`src/rtl/button_event_pkg.sv`:
```
// Shared definitions for the button gesture classifier: FSM state encoding,
// default clock rate and a constant helper.
package button_event_pkg;

   localparam int unsigned CLK_FREQ_DEFAULT = 95_000;

   typedef enum logic [2:0] {
      ST_IDLE    = 3'd0,
      ST_PRESSED = 3'd1,
      ST_WAIT2   = 3'd2,
      ST_SECOND  = 3'd3,
      ST_LONG    = 3'd4
   } state_e;

   function automatic int unsigned max_u(input int unsigned a, input int unsigned b);
      return (a > b) ? a : b;
   endfunction

endpackage

```
`src/rtl/button_event_ms_tick.sv`:
```
// Free-running millisecond prescaler: tick is high for one clk cycle each time
// the counter wraps from CLK_FREQ-1 back to 0.
module ms_tick
   import button_event_pkg::*;
#(
   parameter int unsigned CLK_FREQ = CLK_FREQ_DEFAULT
) (
   input  logic clk,
   input  logic rst,
   output logic tick
);

   localparam int unsigned PW = (CLK_FREQ > 1) ? $clog2(CLK_FREQ) : 1;

   logic [PW-1:0] presc_q;

   assign tick = (presc_q == PW'(CLK_FREQ - 1));

   always_ff @(posedge clk or negedge rst) begin
      if (!rst) begin
         presc_q <= '0;
      end else if (tick) begin
         presc_q <= '0;
      end else begin
         presc_q <= presc_q + 1'b1;
      end
   end

endmodule

```
`src/rtl/button_event.sv`:
```
// Classifies debounced button gestures into single click, double click or long
// press, emitting one registered one-cycle pulse per gesture.
module button_event
   import button_event_pkg::*;
#(
   parameter int unsigned CLK_FREQ      = CLK_FREQ_DEFAULT,
   parameter int unsigned LONG_PRESS_MS = 1000,
   parameter int unsigned DCLICK_MS     = 300
) (
   input  logic clk,
   input  logic rst,
   input  logic button_valid,
   output logic click,
   output logic dclick,
   output logic long_press,
   output logic held
);

   localparam int unsigned MAX_MS = max_u(LONG_PRESS_MS, DCLICK_MS);
   localparam int unsigned CW     = $clog2(MAX_MS + 1);

   localparam logic [CW-1:0] LONG_LAST   = CW'(LONG_PRESS_MS - 1);
   localparam logic [CW-1:0] DCLICK_LAST = CW'(DCLICK_MS - 1);
   localparam logic [CW-1:0] MS_SAT      = CW'(MAX_MS);

   logic          tick;
   logic          btn_q;
   logic          rise, fall;
   state_e        state_q, state_d;
   logic [CW-1:0] ms_cnt_q, ms_cnt_d;
   logic          click_q, click_d;
   logic          dclick_q, dclick_d;
   logic          long_q, long_d;
   logic          held_q, held_d;

   ms_tick #(.CLK_FREQ(CLK_FREQ)) u_tick (
      .clk (clk),
      .rst (rst),
      .tick(tick)
   );

   assign rise = button_valid & ~btn_q;
   assign fall = ~button_valid & btn_q;

   // Edges are tested before timeouts so an edge wins on the expiring tick.
   always_comb begin
      state_d  = state_q;
      click_d  = 1'b0;
      dclick_d = 1'b0;
      long_d   = 1'b0;
      case (state_q)
         ST_IDLE: begin
            if (rise) state_d = ST_PRESSED;
         end
         ST_PRESSED: begin
            if (fall) begin
               state_d = ST_WAIT2;
            end else if (tick && ms_cnt_q == LONG_LAST) begin
               state_d = ST_LONG;
               long_d  = 1'b1;
            end
         end
         ST_WAIT2: begin
            if (rise) begin
               state_d = ST_SECOND;
            end else if (tick && ms_cnt_q == DCLICK_LAST) begin
               state_d = ST_IDLE;
               click_d = 1'b1;
            end
         end
         ST_SECOND: begin
            if (fall) begin
               state_d  = ST_IDLE;
               dclick_d = 1'b1;
            end else if (tick && ms_cnt_q == LONG_LAST) begin
               state_d  = ST_LONG;
               dclick_d = 1'b1;
            end
         end
         ST_LONG: begin
            if (fall) state_d = ST_IDLE;
         end
         default: state_d = ST_IDLE;
      endcase

      if (state_d != state_q) begin
         ms_cnt_d = '0;
      end else if (tick && ms_cnt_q != MS_SAT) begin
         ms_cnt_d = ms_cnt_q + 1'b1;
      end else begin
         ms_cnt_d = ms_cnt_q;
      end

      held_d = (state_d inside {ST_PRESSED, ST_SECOND, ST_LONG});
   end

   always_ff @(posedge clk or negedge rst) begin
      if (!rst) begin
         state_q  <= ST_IDLE;
         ms_cnt_q <= '0;
         btn_q    <= 1'b0;
         click_q  <= 1'b0;
         dclick_q <= 1'b0;
         long_q   <= 1'b0;
         held_q   <= 1'b0;
      end else begin
         state_q  <= state_d;
         ms_cnt_q <= ms_cnt_d;
         btn_q    <= button_valid;
         click_q  <= click_d;
         dclick_q <= dclick_d;
         long_q   <= long_d;
         held_q   <= held_d;
      end
   end

   assign click      = click_q;
   assign dclick     = dclick_q;
   assign long_press = long_q;
   assign held       = held_q;

endmodule

```
`config.mk`:
```
export PLATFORM = sky130hd
export DESIGN_NAME = button_event
export DESIGN_NICKNAME = d
export VERILOG_FILES = /design/src/rtl/button_event_pkg.sv /design/src/rtl/button_event_ms_tick.sv /design/src/rtl/button_event.sv
export SDC_FILE = /design/constraint.sdc
export NUM_CORES = 1
export LEC_CHECK = 0
export ABC_AREA = 1
export BUFFER_PORTS_ARGS = -buffer_cell sky130_fd_sc_hd__buf_2
export CAP_MARGIN = 30
export CORE_MARGIN = 2
export CORE_UTILIZATION = 30
export DETAILED_ROUTE_END_ITERATION = 10
export PLACE_DENSITY_LB_ADDON = 0.3
export SLEW_MARGIN = 20
export SYNTH_ARGS = -nofsm -noshare
export SYNTH_HDL_FRONTEND = slang
export SYNTH_SLANG_ARGS = --single-unit
```
`constraint.sdc`:
```
create_clock -name clk -period 2.1 [get_ports clk]
set_clock_uncertainty 0.2 [all_clocks]
set_input_delay 0.42 -clock clk [delete_from_list [all_inputs] [get_ports clk]]
set_output_delay 0.42 -clock clk [all_outputs]
set_load 0.01 [all_outputs]
```
==> results of run 1 <==
-- cell usage in the layout (no fill, tap or decap), types with 2 or more instances in the layout --
cell	instances
nand2_1	51
inv_1	47
nor2_1	38
dfrtp_1	35
nand3_1	19
a21oi_1	12
xor2_1	9
o21ai_0	8
buf_2	6
clkbuf_8	5
buf_4	5
inv_2	4
nor2_2	4
nand4_1	4
a31oi_1	4
nor2_4	3
nor3_2	3
ha_1	3
nor3_1	2
nand2_2	2
nand3_2	2
o31ai_1	2
clkbuf_1	2
-- through the flow --
step	utilization [%]	TNS, ns	hold slack [ns]	std cells
final	35.43	0	0.06820	359
after global routing	35.43	-0.02091	0.07135	359
after CTS	35.03	0	0.06388	359
after detailed placement	33.60	0	0.2157	350
after global placement	33.60	0	0.2038	350
after floorplan	-	0	-0.07559	262
-- registers in the layout (all words and copies together) (netlist names) --
register and cells:
u_tick.presc_q 17, ms_cnt_q 10, state_q 3, btn_q 1, click 1, dclick 1
held 1, long_press 1
-- worst paths after layout --
| kind | from | to | slack (ns) |
|---|---|---|---|
| worst max-delay path | u_tick.presc_q[5] | ms_cnt_q[0] | 0.19 |
| worst max register to register | u_tick.presc_q[5] | ms_cnt_q[0] | 0.19 |
| worst min register to register | u_tick.presc_q[0] | u_tick.presc_q[0] | 0.26 |
| worst min-delay path | button_valid | btn_q | 0.07 |
| min in group asynchronous | rst | click | 0.42 |
| max in group asynchronous | rst | btn_q | 0.83 |
-- metal layers --
layer | vias up | GRT usage, % | wire length (µm)
met1 | 758 | 16.85 | 1933
met5 | - | 0 | 0
met4 | 0 | 3.752 | 29
met3 | 4 | 3.307 | 108
li1 | 855 | - | -
met2 | 13 | 17.68 | 1760
-- repair_timing --
| action | 4_1_cts | 5_1_grt |
|---|---|---|
| resized for setup | 0 | 7 |
| endpoints found under the hold margin | 18 | 0 |
| hold buffers | 1 | 0 |
| setup endpoints to repair | 0 | 14 |
-- cells by family (layout without fill, tap and decap cells) --
| family | Yosys count | after routing | share of synthesized area [%] |
|---|---|---|---|
| buffers and inverters | 53 | 73 | 10.53 |
| adder cells (fa/ha/maj) | 3 | 3 | 1.915 |
| AO/OA/AOI/OAI | 29 | 29 | 8.296 |
| XOR/XNOR | 9 | 9 | 4.021 |
| AND/OR/NAND/NOR | 133 | 133 | 30.57 |
| flip-flops | 35 | 35 | 44.67 |
-- cell type report --
class	count	area (µm²)	share of cell area (%)
inverter	52	195.2	8.676
multi-input combinational	174	903.4	40.16
tap	77	96.34	4.283
clock buffer	7	76.32	3.393
clock inverter	1	5.005	0.2225
timing repair buffer	13	97.59	4.338
sequential	35	875.8	38.93
-- report_power, final --
part	switching, W	internal, W	leakage (nW)	total, W
Clock	0.000238	0.000233	0.0422	0.000471
Sequential	0.0000136	0.000693	0.468	0.000707
Combinational	0.000138	0.0000618	0.603	0.000200
Total	0.000390	0.000988	1.11	0.00138
==> results.yml, run 1 <==
setup_path:
  cp_common_cell: "nand2_1"
  slowest_stage: "dfrtp_1"
  r2r.worst_path.cells: 12
  end_kind: "register"
  cp_cell_sequence: "inv_2 -> nand2_1 -> nor2_1 -> nand2_1 -> nor2_4 -> nand3_1 -> inv_1 -> nand2_1 -> nand3_1 -> nand2_1 -> nand2_4 -> nor2_1"
  cpPeakStageDelay_ns: 0.38
  crit_buf_inv: 2
  path_max_fanout: 10
  crit_type: "register to register"
  cp.required_ns: 2.07
  cp.depth: 12
  cp.arrival_ns: 1.89
  startpoint_type: "register"
  path_delay_family: "simple AND/OR/NAND/NOR gates"
worst_hold_path:
  hold_class: "primary input to register"
  holdPathStages: 1
place:
  place_area_um2: 2133
  dp_hpwl_um: 2884
  portBuffers: 6
  dp_worst_setup_slack_ns: 0.09653
  globalplace.congestion: 0.8813
synth:
  synth_commonest_cells: "nand2_1 (51), inv_1 (48), nor2_1 (40)"
  synth_most_common_cell: "nand2_1"
  syn-num-nets: 268
  synth_area_um2: 1961
  ys_warn_count: 0
  synthDistinctLibCells: 29
  synth-main-ff-cell: "dfrtp_1"
  synth.largest_area_cell: "dfrtp_1"
  yosys.area.top_type_share_pct: 44.67
  synth-seq-area-share_pct: 44.67
  ys_async_sr_fraction_pct: 100.0
  synth-edff-count: 0
  syn-mean-instance-area_um2: 7.483
  netlist_instances: 262
  netlist_top_cells_area: "dfrtp_1 (45%), nand2_1 (9.8%), inv_1 (9.2%), nor2_1 (7.7%), nand3_1 (5.1%)"
  ys_ff_latch: 35
floorplan:
  die_area_um2: 7198
  io_pins: 7
  initial_core_util_pct: 30.88
  rows: 29
  fp.dieW_um: 84.84
  core-area_um2: 6350
  die_h_um: 84.84
global_route:
  grt_max_degree: 20
  gr-total-overflow: 0
  grt_usage_pct: 11.89
  grt_pass1_vias: 1541
  antenna_found_initial: 0
  grt_pass1_wl_um: 6879
clock_tree:
  clock_path_buffers: 2
  post_cts_buffers: 0
  htree_levels: 2
  cts-root-buf: "clkbuf_8"
  cts.sinks: 35
  clk_latency_ns: 0.28
  cts_buffers: 5
  cts_tree: "built"
  clkTransAtPathRegs_ns: 0.07
power_and_ir_drop:
  power_leakage_nw: 1.114
  power_w: 0.001377
  peakVddDrop_mv: 0.3110
  power.density_nw_per_um2: 612.3
detailed_routing:
  first_pass_iters: 4
  drc: 0
  wl_per_cell_um: 10.67
  wl_um: 3832
  drt_iter0_drc: 74
  via_per_inst: 4.540
  ant_nets: 0
  vias: 1630
final_layout:
  stdcell_area_um2: 2250
  final_nets: 287
  n_fill_cell: 685
  n_antenna_cell: 0
  syn_to_final_growth_pct: 14.74
  drive_above_1_share_pct: 13.12
timing:
  setup_viol: 0
  finalCriticalPeriod_ns: 1.914
  slew-limit-headroom_pct: 68.56
  fin_crit_sh_pct: 91.15
  drv_slew: 0
  worst_pin_slew_ns: 0.4716
  setup_slack_ns: 0.1859
  fmax_mhz: 522.4
  hold_viol_final: 0
status:
  status: "finished clean"
flow_run:
  drv_cap: 0
Power figures use the tool's default switching activity.
==> inputs of run 2 (changes only) <==
--- a/config.mk
+++ b/config.mk
@@ -8,6 +8,8 @@
 export ABC_AREA = 1
 export BUFFER_PORTS_ARGS = -buffer_cell sky130_fd_sc_hd__buf_2
 export CAP_MARGIN = 30
+export CELL_PAD_IN_SITES_DETAIL_PLACEMENT = 0
+export CELL_PAD_IN_SITES_GLOBAL_PLACEMENT = 1
 export CORE_MARGIN = 2
 export CORE_UTILIZATION = 30
 export DETAILED_ROUTE_END_ITERATION = 10
==> run 2 against run 1 <==
  * Critical path depth is the same
  * Via count shrank 0.74%
  * Die area is the same
  * Setup slack gained 0.011 ns
  * Routed wire length grew 4.7%
  * Worst hold slack gained 0.014 ns
  * Global-route usage grew 0.67 points
==> results.yml, run 2 (synthesis gave the netlist of run 1 again) <==
detailed_routing:
  first_pass_iters: 4
  ant_nets: 0
  drc: 0
  vias: 1618
  via_per_inst: 4.482
  wl_um: 4014
  drt_iter0_drc: 64
  wl_per_cell_um: 11.12
final_layout:
  largest_reg_flops: 17
  n_antenna_cell: 0
  final_nets: 289
  drive_above_1_share_pct: 13.03
  top_register: "u_tick.presc_q"
  reg_top3: "u_tick.presc_q (17), ms_cnt_q (10), state_q (3)"
  layout_commonest_cell: "nand2_1"
  syn_to_final_growth_pct: 16.15
  final_cell_mix: "nand2_1 (51), inv_1 (48), nor2_1 (39)"
floorplan:
  rows: 29
  initial_core_util_pct: 30.88
  die_area_um2: 7198
  io_pins: 7
  core-area_um2: 6350
  fp.dieW_um: 84.84
  die_h_um: 84.84
timing:
  drv_slew: 0
  hold_viol_final: 0
  fin_tns_setup_ns: 0
  worst_pin_slew_ns: 0.4085
  fmax_mhz: 525.5
  fin_crit_sh_pct: 90.61
  holdWs_ns: 0.08257
  setup_viol: 0
  slew-limit-headroom_pct: 72.76
  finalCriticalPeriod_ns: 1.903
  setup_slack_ns: 0.1971
global_route:
  gr-total-overflow: 0
  grt_pass1_vias: 1637
  grt_pass1_wl_um: 7293
  grt_max_degree: 21
  antenna_found_initial: 0
  grt_usage_pct: 12.56
setup_path:
  end_kind: "register"
  cp.arrival_ns: 1.88
  r2r.worst_path.cells: 12
  startpoint_type: "register"
  r2r_end: "ms_cnt_q[1]"
  path_max_fanout: 10
  r2r_start: "u_tick.presc_q[0]"
  crit_type: "register to register"
  reg2reg_setup_slack_ns: 0.20
  cp.required_ns: 2.07
worst_hold_path:
  holdPathStages: 1
  hold_class: "primary input to register"
  holdPathEnd: "btn_q"
  min_from: "button_valid"
place:
  dp_hpwl_um: 3022
  dp_worst_setup_slack_ns: 0.1288
  portBuffers: 6
  globalplace.congestion: 0.7639
clock_tree:
  cts-root-buf: "clkbuf_8"
  cts_tree: "built"
  clk_latency_ns: 0.28
  htree_levels: 2
  clock_path_buffers: 2
  cts.sinks: 35
  cts_buffers: 5
  clkTransAtPathRegs_ns: 0.07
  post_cts_buffers: 0
power_and_ir_drop:
  power.density_nw_per_um2: 636.0
  peakVddDrop_mv: 0.3658
  power_w: 0.001448
  power_leakage_nw: 1.150
status:
  status: "finished clean"
flow_run:
  drv_cap: 0
run 2: routing by layer:
| metal | part of all wire, % | global-route usage [%] |
|---|---|---|
| met4 | 0.90 | 3.608 |
| met3 | 2.6 | 3.210 |
| met2 | 47 | 20.83 |
| met5 | 0 | 0 |
| met1 | 50 | 16.30 |
run 2: layout make-up:
cell class	count	area [µm²]
Clock buffer	8	100.1
Fill cell	665	4073
Inverter	52	195.2
Multi-Input combinational cell	174	897.1
Sequential cell	35	875.8
Tap cell	77	96.34
Timing Repair Buffer	15	112.6
run 2: repair_timing:
item,in CTS,in global routing
hold buffers,1,0
endpoints found under the hold margin,15,0
gates resized for setup,0,4
setup endpoints to repair,0,14
run 2: metrics by stage:
step	util [%]	instances	cell area (µm²)
after floorplan	-	262	1961
after global placement	33.83	352	2148
after detailed placement	33.83	352	2148
after CTS	35.57	361	2258
after global routing	35.86	361	2277
final	35.86	361	2277
run 2: how the worst max path moves through the flow:
stage	startpoint	end	slack [ns]	cells past startpoint
after floorplan	u_tick.presc_q[0]	ms_cnt_q[7]	0.25	13
after global placement	u_tick.presc_q[5]	held	0.08	10
final	u_tick.presc_q[0]	ms_cnt_q[1]	0.20	12
after CTS	u_tick.presc_q[0]	held	0.10	10
after detailed placement	u_tick.presc_q[0]	held	0.13	10
after global routing	u_tick.presc_q[0]	ms_cnt_q[1]	-0.01	12
run 2: worst max-delay path, cell delays in order, from the launching register on:
cell and delay [ns]:
dfrtp_1 0.37, ha_1 0.17, nand2_1 0.08, nor2_1 0.09, nand2_1 0.09, nor2_4 0.18, nand3_1 0.10, nand2_1 0.06
nand2_1 0.08, nand3_1 0.08, nand2_1 0.08, nand2_4 0.14, nor2_1 0.06
run 2: power by group:
group	total (W)	internal [W]	switching (W)
combinational	0.000200	0.0000618	0.000139
sequential	0.000708	0.000693	0.0000145
clock	0.000540	0.000300	0.000241
total	0.00145	0.00105	0.000394
==> inputs of run 3 (changes only) <==
--- a/config.mk
+++ b/config.mk
@@ -11,7 +11,7 @@
 export CELL_PAD_IN_SITES_DETAIL_PLACEMENT = 0
 export CELL_PAD_IN_SITES_GLOBAL_PLACEMENT = 1
 export CORE_MARGIN = 2
-export CORE_UTILIZATION = 30
+export CORE_UTILIZATION = 45
 export DETAILED_ROUTE_END_ITERATION = 10
 export PLACE_DENSITY_LB_ADDON = 0.3
 export SLEW_MARGIN = 20
==> run 3 against run 2 <==
  * Setup slack got worse by 0.025 ns
  * First-iteration DRC count shrank 38%
  * Critical path depth did not move
  * Routed wire length shrank 5.5%
  * Sequential share of layout area up 0.34 points
  * Worst hold slack got worse by 0.014 ns
==> results.yml, run 3 (synthesis gave the netlist of run 1 again) <==
clock_tree:
  clk_latency_ns: 0.28
  cts_tree: "built"
  cts-root-buf: "clkbuf_8"
  clkTransAtPathRegs_ns: 0.07
  cts_buffers: 5
  cts.sinks: 35
  htree_levels: 2
  clock_path_buffers: 2
  post_cts_buffers: 0
final_layout:
  reg_top3: "u_tick.presc_q (17), ms_cnt_q (10), state_q (3)"
  top_register: "u_tick.presc_q"
  layout_commonest_cell: "nand2_1"
  drive_above_1_share_pct: 14.08
  syn_to_final_growth_pct: 15.12
  final_nets: 290
  largest_reg_flops: 17
  final_cell_mix: "nand2_1 (49), inv_1 (48), nor2_1 (39)"
  n_antenna_cell: 0
  n_fill_cell: 428
power_and_ir_drop:
  power.density_nw_per_um2: 668.2
  power_w: 0.001508
  clockPowerShare_pct: 38.0
  peakVddDrop_mv: 0.5032
  pwr-share-comb_pct: 15.2
  swShare_pct: 26.05
  power_leakage_nw: 1.141
  p_sw_w: 0.0003929
  pwr-share-seq_pct: 46.8
  p_int_w: 0.001115
global_route:
  grt_max_degree: 36
  gr-total-overflow: 0
  grt_pass1_wl_um: 6596
  antenna_found_initial: 0
  grt_usage_pct: 17.17
  grt_pass1_vias: 1524
setup_path:
  crit_type: "register to register"
  cp_cell_sequence: "inv_2 -> nand2_1 -> nor2_1 -> nand2_1 -> nor2_4 -> nand3_1 -> inv_1 -> nand2_2 -> nand3_2 -> nand2_2 -> nand2_4 -> nor2_1"
  path_max_fanout: 5
  cpPeakStageDelay_ns: 0.41
  reg2reg_setup_slack_ns: 0.17
  cp.required_ns: 2.06
  r2r_start: "u_tick.presc_q[6]"
  startpoint_type: "register"
  r2r.worst_path.cells: 12
  r2r_end: "ms_cnt_q[7]"
  path_delay_family: "simple AND/OR/NAND/NOR gates"
  slowest_stage: "dfrtp_1"
  crit_buf_inv: 2
  end_kind: "register"
  cp.arrival_ns: 1.89
detailed_routing:
  first_pass_iters: 7
  wl_per_cell_um: 11.29
  via_per_inst: 4.795
  wl_um: 3793
  ant_nets: 0
  drt_iter0_drc: 40
  vias: 1611
  drc: 0
place:
  dp_worst_setup_slack_ns: 0.1092
  dp_hpwl_um: 2696
  globalplace.congestion: 0.8194
  portBuffers: 6
floorplan:
  fp.dieW_um: 70.01
  core-area_um2: 4264
  io_pins: 7
  die_area_um2: 4901
  die_h_um: 70.01
  rows: 24
  initial_core_util_pct: 45.98
flow_run:
  drv_cap: 0
timing:
  hold_viol_final: 0
  worst_pin_slew_ns: 0.4613
  fin_crit_sh_pct: 91.80
  rsz0062_at_grt: "yes"
  setup_viol: 0
  fmax_mhz: 518.7
  setup_slack_ns: 0.1723
  finalCriticalPeriod_ns: 1.928
  slew-limit-headroom_pct: 69.25
  drv_slew: 0
worst_hold_path:
  hold_class: "primary input to register"
  min_from: "button_valid"
  holdPathStages: 1
  holdPathEnd: "btn_q"
status:
  status: "finished clean"
-- run 3: power groups by stage --
stage               Sequential [W]  Combinational [W]  Clock, W
global route              0.000707           0.000259  0.000627
floorplan                 0.000721           0.000131         0
CTS                       0.000705           0.000196  0.000595
detailed placement        0.000717           0.000194         0
finish                    0.000706           0.000230  0.000573
global placement          0.000719           0.000196         0
-- run 3: area by class of cell --
type	count	area [µm²]	share of cell area [%]
inverters	52	195.2	8.647
well taps	52	65.06	2.882
clock inverters	1	30.03	1.330
clock buffers	6	72.57	3.215
multi-input cells	175	914.6	40.52
flip-flops and latches	35	875.8	38.80
repair buffers	15	103.9	4.601
-- run 3: how the worst max path moves through the flow --
stage	depth (start not counted)	startpoint	end	slack, ns
final	12	u_tick.presc_q[6]	ms_cnt_q[7]	0.17
after floorplan	13	u_tick.presc_q[0]	ms_cnt_q[7]	0.25
after global placement	10	ms_cnt_q[0]	ms_cnt_q[0]	0.13
after detailed placement	12	u_tick.presc_q[0]	ms_cnt_q[3]	0.11
after global routing	11	u_tick.presc_q[0]	ms_cnt_q[5]	-0.008
after CTS	12	u_tick.presc_q[0]	ms_cnt_q[2]	0.08
-- run 3: stage by stage --
stage	hold slack (ns)	instance area, µm²	setup TNS [ns]	utilization, %	instances
after floorplan	-0.07559	1961	0	-	262
after global placement	0.2414	2105	0	49.35	327
after detailed placement	0.2504	2105	0	49.35	327
after CTS	0.05370	2217	0	52.00	335
after global routing	0.05325	2257	-0.01151	52.93	336
final	0.06898	2257	0	52.93	336
-- run 3: metal layers --
metal,vias up,global-route usage [%],wire (µm)
li1,863,-,-
met3,2,5.628,133
met2,26,28.15,1853
met1,720,21.06,1783
met4,0,6.410,23
met5,-,0,0
-- run 3: what timing repair did --
item / CTS / global route
hold buffers: 1 / 0
endpoints found under the hold margin: 35 / 0
setup endpoints to repair: 0 / 12
resized for setup: 0 / 9
